`src/rtl/fifo_wr_arbiter.sv`:
```
// Round-robin write-side arbiter that shares one FIFO write port between NumReq packet sources.
// Define FIFO_ARB_STARVE_EN to build the per-requester starvation counters behind `starve`.
module fifo_wr_arbiter #(
  parameter int unsigned NumReq      = 4,
  parameter int unsigned DataWidth   = 32,
  parameter int unsigned IdxWidth    = $clog2(NumReq),
  parameter int unsigned StarveLimit = 15
) (
  input  logic                        clk,
  input  logic                        rst,
  input  logic [NumReq-1:0]           req_valid,
  input  logic [NumReq*DataWidth-1:0] req_data,
  input  logic [NumReq-1:0]           req_last,
  output logic [NumReq-1:0]           req_ready,
  input  logic                        fifo_full,
  output logic                        fifo_writeEn,
  output logic [DataWidth-1:0]        fifo_writeData,
  output logic                        grant_valid,
  output logic [IdxWidth-1:0]         grant_idx,
  output logic [NumReq-1:0]           starve
);

  typedef enum logic [0:0] {StIdle, StLocked} state_e;

  state_e              state_q;
  logic [IdxWidth-1:0] owner_q;
  logic [IdxWidth-1:0] last_grant_q;
  logic [IdxWidth-1:0] pick;
  logic [IdxWidth-1:0] cand;
  logic                locked;
  logic                grab;
  logic [DataWidth-1:0] slice [NumReq];

  for (genvar g = 0; g < NumReq; g++) begin : g_slice
    assign slice[g] = req_data[g*DataWidth +: DataWidth];
  end

  assign locked = (state_q == StLocked);
  assign grab   = (state_q == StIdle) && (|req_valid);

  // Walk downward so the nearest valid requester after last_grant_q wins.
  always_comb begin
    pick = last_grant_q;
    cand = '0;
    for (int unsigned k = NumReq; k > 0; k--) begin
      cand = IdxWidth'((32'(last_grant_q) + k) % NumReq);
      if (req_valid[cand]) pick = cand;
    end
  end

  always_comb begin
    req_ready = '0;
    if (!rst && locked && !fifo_full) req_ready[owner_q] = 1'b1;
  end

  assign fifo_writeEn   = !rst && locked && req_valid[owner_q] && !fifo_full;
  assign fifo_writeData = slice[owner_q];
  assign grant_valid    = locked;
  assign grant_idx      = owner_q;

  always_ff @(posedge clk) begin
    if (rst) begin
      state_q      <= StIdle;
      owner_q      <= '0;
      last_grant_q <= IdxWidth'(NumReq - 1);
    end else begin
      unique case (state_q)
        StIdle: begin
          if (grab) begin
            owner_q <= pick;
            state_q <= StLocked;
          end
        end
        StLocked: begin
          // Gaps and back-pressure keep the lock; only an accepted last beat releases it.
          if (fifo_writeEn && req_last[owner_q]) begin
            state_q      <= StIdle;
            last_grant_q <= owner_q;
          end
        end
        default: state_q <= StIdle;
      endcase
    end
  end

`ifdef FIFO_ARB_STARVE_EN
  localparam int unsigned CntWidth = $clog2(StarveLimit + 1);
  localparam logic [CntWidth-1:0] Limit = CntWidth'(StarveLimit);

  for (genvar g = 0; g < NumReq; g++) begin : g_starve
    logic [CntWidth-1:0] wait_q;
    logic [CntWidth-1:0] wait_d;
    logic                starve_q;

    always_comb begin
      wait_d = wait_q;
      if (!req_valid[g] || (grab && (pick == IdxWidth'(g)))) begin
        wait_d = '0;
      end else if (!(locked && (owner_q == IdxWidth'(g))) && (wait_q != '1)) begin
        wait_d = wait_q + 1'b1;
      end
    end

    always_ff @(posedge clk) begin
      if (rst) begin
        wait_q   <= '0;
        starve_q <= 1'b0;
      end else begin
        wait_q   <= wait_d;
        starve_q <= (wait_d >= Limit);
      end
    end

    assign starve[g] = starve_q;
  end
`else
  // The threshold only matters when the counters are built.
  logic unused_starve_limit;
  assign unused_starve_limit = ^StarveLimit;
  assign starve = '0;
`endif

endmodule

```
`config.mk`:
```
export PLATFORM = sky130hd
export DESIGN_NAME = fifo_wr_arbiter
export DESIGN_NICKNAME = d
export VERILOG_FILES = /design/src/rtl/fifo_wr_arbiter.sv
export SDC_FILE = /design/constraint.sdc
export NUM_CORES = 1
export LEC_CHECK = 0
export CORE_AREA = 2 2 75 77
export CTS_BUF_LIST = sky130_fd_sc_hd__clkbuf_4
export DETAILED_ROUTE_END_ITERATION = 10
export DIE_AREA = 0 0 77 79
export PLACE_DENSITY = 0.87
export SYNTH_ARGS = -nofsm -noshare
export SYNTH_HDL_FRONTEND = slang
export SYNTH_SLANG_ARGS = --single-unit
export TNS_END_PERCENT = 20
```
`constraint.sdc`:
```
create_clock -name clk -period 1.75 [get_ports clk]
set_input_delay 0.175 -clock clk [delete_from_list [all_inputs] [get_ports clk]]
set_output_delay 0.175 -clock clk [all_outputs]
set_load 0.005 [all_outputs]
```
After elaboration in Yosys (flattened, before gate mapping)
Cells that the tools add are included.
{"block": "op_classes", "n_shift": 0, "addsub": 4, "n_mux": 25, "n_reduce_logical": 12, "n_mul": 0, "bitwise": 2, "n_eq_ne": 0, "div": 0, "order_cmp": 7}
{"cell": "binary-select mux 32 bit (select 2 bit)", "count": 1}
{"cell": "two-way mux 32 bit", "count": 2}
{"cell": "less-than comparator 2 x 3 -> 1 bit (second input constant)", "count": 5}
{"cell": "binary-select mux 1 bit (select 2 bit)", "count": 6}
{"cell": "two-way mux 1 bit", "count": 9}
{"cell": "two-way mux 2 bit", "count": 4}
{"cell": "logical AND 1 bit", "count": 7}
{"cell": "adder 2 x 1 -> 2 bit (second input constant)", "count": 2}
{"cell": "adder 2 bit (second input constant)", "count": 2}
{"cell": "two-way mux 4 bit", "count": 1}
{"cell": "AND reduction 2 bit", "count": 2}
{"cell": "OR reduction 4 bit", "count": 1}
{"cell": ">= comparator 3 bit (second input constant)", "count": 1}
{"cell": "inverter 2 -> 3 bit", "count": 1}
{"cell": "demux 1 bit (select 2 bit)", "count": 1}
{"cell": ">= comparator 2 x 1 -> 1 bit (second input constant)", "count": 1}
{"cell": "logical NOT 1 bit", "count": 2}
{"cell": "case mux 1 bit (2 select lines)", "count": 1}
{"cell": "inverter 1 bit", "count": 1}
{"block": "totals", "out_inout_bits": 44, "latchBits": 0, "mem_bits_rw": 0, "mem_bits_ro": 0, "in_bits": 139, "n_memories": 0, "regBits": 5}

Logic depth before layout (Yosys ltp)
{"block": "logic_depth", "word_depth": 7, "depth_mapped": 6, "mapped_depth_nobuf": 4}

Worst setup path before layout
OpenSTA, ideal clock, no wires.
{"block": "synth_timing", "path_kind": "reg-to-output", "startpoint": "register owner_q[0] (netlist: grant_idx[0])", "endpoint": "output port fifo_writeData[14]", "required_ps": 1575, "t_arrival_ps": 1177, "slack_ps": 398, "path_stages_with_launch": 4, "path_cell_list": "dfxtp_1 -> buf_6 -> buf_2 -> mux4_2"}
{"block": "synth_between", "elab_chain_len": 4}
{"element": "start, declared", "line": "26", "rtl": "logic [IdxWidth-1:0] owner_q;"}
{"element": "start signal, assigned", "line": "70", "rtl": "owner_q <= pick;"}
{"element": "inverter 2 -> 3 bit (implied by the code)", "line": "57", "rtl": "assign fifo_writeData = slice[owner_q];"}
{"element": "binary-select mux 32 bit (select 2 bit)", "line": "57"}
{"element": "two-way mux 32 bit (implied by the code) (2 in series)", "line": "57"}
{"element": "end, declared", "line": "17", "rtl": "output logic [DataWidth-1:0] fifo_writeData,"}
No other way between the ends. The select of a mux whose other input is x is not followed.

Worst setup path in the final report
{"block": "layout_timing", "startpoint": "register owner_q[0] (netlist: grant_idx[0])", "endpoint": "output port fifo_writeData[29]"}
Same word-level chain as after synthesis.

==> out/qor.yml <==
routing:
  drt_wl_total_um: 6880
  drc: 0
  drtPass1Iterations: 4
  wl_per_cell_um: 19.0
  dr.first_iter.drc_count: 32
  vias: 1749
  viasPerCell: 4.83
  antenna_left: 0
setup_path:
  worst_ep_required_time_ps: 1570
  path_class: "flip-flop to output port"
  r2r_cells: 5
  r2r-end: "grant_valid"
  arrival_ps: 1530
  cp-end-kind: "output port"
  cp-start-kind: "flip-flop"
  path_max_fanout: 10
  r2r_setup_slack_ps: 200
  r2r-start: "grant_idx[0]"
placement:
  dp_hpwl_um: 5650
  portBuffers: 178
  postPlaceCellArea_um2: 3150
  placed_cells_incl_taps: 352
  place_congestion: 0.828
cts:
  worst_setup_hold_path_clk_slew_ps: 50
  htreeDepth: 1
  clock_sink_count: 5
  cts_tree: "yes"
  clkLatencyLatePin_ps: 250
  cts_buffer_depth: 2
  clockRootBuffer: "clkbuf_4"
  holdBufCountCts: 0
  cts_made_buffers: 3
synthesis:
  ys.flop_type: "dfxtp_1"
  ys_async_sr_fraction_pct: 0
  avgSynthCellArea_um2: 12.5
  ys_seq_area_share_pct: 8.06
  ys.warnings.count: 0
  syn-cell-area_um2: 1240
  synth_edf_count: 0
  ys_types: 28
  synth_cells: 99
  synth.ff_latch_count: 5
grt:
  grt.total_usage_pct: 22.0
  grt-ovfl-total: 0
  grt_max_degree: 23
  grt_pass1_wl_um: 10500
  antenna_found_initial: 0
  grt_pass1_vias: 1931
die:
  initial_utilization_pct: 23.3
  ioPinCount: 183
  dieArea_um2: 6080
  chipHeight_um: 79
  num_rows: 27
  coreArea_um2: 5340
  die_w_um: 77
timing:
  drv_slew: 0
  fin_crit_ps: 1710
  fin_crit_sh_pct: 97.7
  max_freq_ghz: 0.585
  hold_viol_final: 0
  clock_skew_ps: 5.92
  rsz0062_at_grt: "yes"
  setup_tns_ps: 0
  setup_viol: 0
power:
  power_density_nw_per_um2: 364
  p_leak_nw: 1.20
  pwr-share-comb_pct: 74.6
  p_clk_share_pct: 13.9
  p_seq_share_pct: 11.4
  p_sw_mw: 0.322
  p_total_mw: 1.15
  p_int_mw: 0.825
  peakVddDrop_v: 0.000440
  switching_share_pct: 28.1
finish:
  n_antenna_cell: 0
  nFillCells: 486
  layout-drive-gt1-share_pct: 32.8
  nets: 430
  final_cell_mix: "clkdlybuf4s50_1 (141), mux4_2 (34), clkbuf_2 (23)"
  post-route-util_pct: 58.9
  design_area_um2: 3150
  mostFrequentLayoutCell: "clkdlybuf4s50_1"
  fin_cells: 362
  syn2layout_area_growth_pct: 153
min_path:
  hold-path-endpoint: "grant_idx[0]"
  min_path_type: "flip-flop to flip-flop"
  holdPathStages: 2
  worstHoldStart: "last_grant_q[0]"
run:
  cap_violations: 0
outcome:
  status: "complete, no violations"
[metal layers]
layer,vias up,track usage (%),part of all wire (%)
li1,805,-,-
met1,841,24.5,36
met2,91,43.0,55
met3,12,3.64,6.3
met4,0,5.89,2.4
met5,-,0,0
[logic make-up after synthesis]
group                  count (synthesis)  synth area share [%]
multiplexers                          36                  63.4
AND/OR/NAND/NOR                       28                  11.6
buffers and inverters                 15                  9.16
AO/OA/AOI/OAI                         14                  7.45
flip-flops                             5                  8.06
other                                  1                 0.302
[worst max-delay path by stage]
stage / startpoint / to / slack [ps] / cells after the start
CTS: grant_idx[0] / fifo_writeData[23] / -190 / 5
floorplan: grant_idx[0] / fifo_writeData[14] / 400 / 3
global route: grant_idx[0] / fifo_writeData[20] / -10 / 3
finish: grant_idx[0] / fifo_writeData[29] / 40 / 3
global placement: fifo_full / req_ready[1] / -220 / 4
detailed placement: fifo_full / req_ready[1] / -240 / 4
[cells in the mapped netlist (all sizes together) (2+ instances only)]
| master | n | area share [%] |
|---|---|---|
| mux4 | 34 | 62 |
| buf | 13 | 8.6 |
| nand2 | 6 | 1.8 |
| nor2 | 6 | 1.8 |
| dfxtp | 5 | 8.1 |
| nor3 | 4 | 1.6 |
| nand3 | 3 | 1.2 |
| o21ai | 3 | 1.2 |
| a21oi | 2 | 0.81 |
| a31oi | 2 | 1.0 |
| mux2 | 2 | 1.8 |
| nand2b | 2 | 1.0 |
| nor2b | 2 | 1.0 |
| o211ai | 2 | 1.2 |
| o21bai | 2 | 1.2 |
[cell type report]
cell class	instances	area, µm²	share of cell area [%]
timing repair buffer	198	1860	59.2
multi-input combinational	82	1050	33.5
sequential	5	105	3.34
tap	72	90.1	2.86
clock buffer	4	30.0	0.955
inverter	1	3.75	0.119
[power groups by stage]
stage / Clock (mW) / Combinational (mW) / Sequential (mW)
floorplan: 0 / 0.319 / 0.128
global placement: 0 / 0.869 / 0.131
detailed placement: 0 / 0.889 / 0.131
CTS: 0.157 / 0.915 / 0.132
global route: 0.166 / 0.912 / 0.132
finish: 0.160 / 0.856 / 0.131
[state kept, by name, indices dropped and copies added, names as in the netlist]
register      count
grant_idx         2
last_grant_q      2
grant_valid       1
[metrics by stage]
step           hold slack (ps)  setup WS [ps]
2_1_floorplan              244            398
6_report                   533           40.7
4_1_cts                    533           -188
3_3_place_gp               517           -222
3_5_place_dp               520           -238
5_1_grt                    571          -13.1
[critical path, cell delays in order (launching register included)]
cell and delay [ps]:
dfxtp_4 390, buf_12 160, mux4_2 510, clkdlybuf4s15_1 220
[what timing repair did]
action,CTS,global route
gates resized for setup,77,37
gates cloned,3,0
buffers inserted,5,1
setup endpoints to repair,37,30
(Power assumes the default switching activity.)
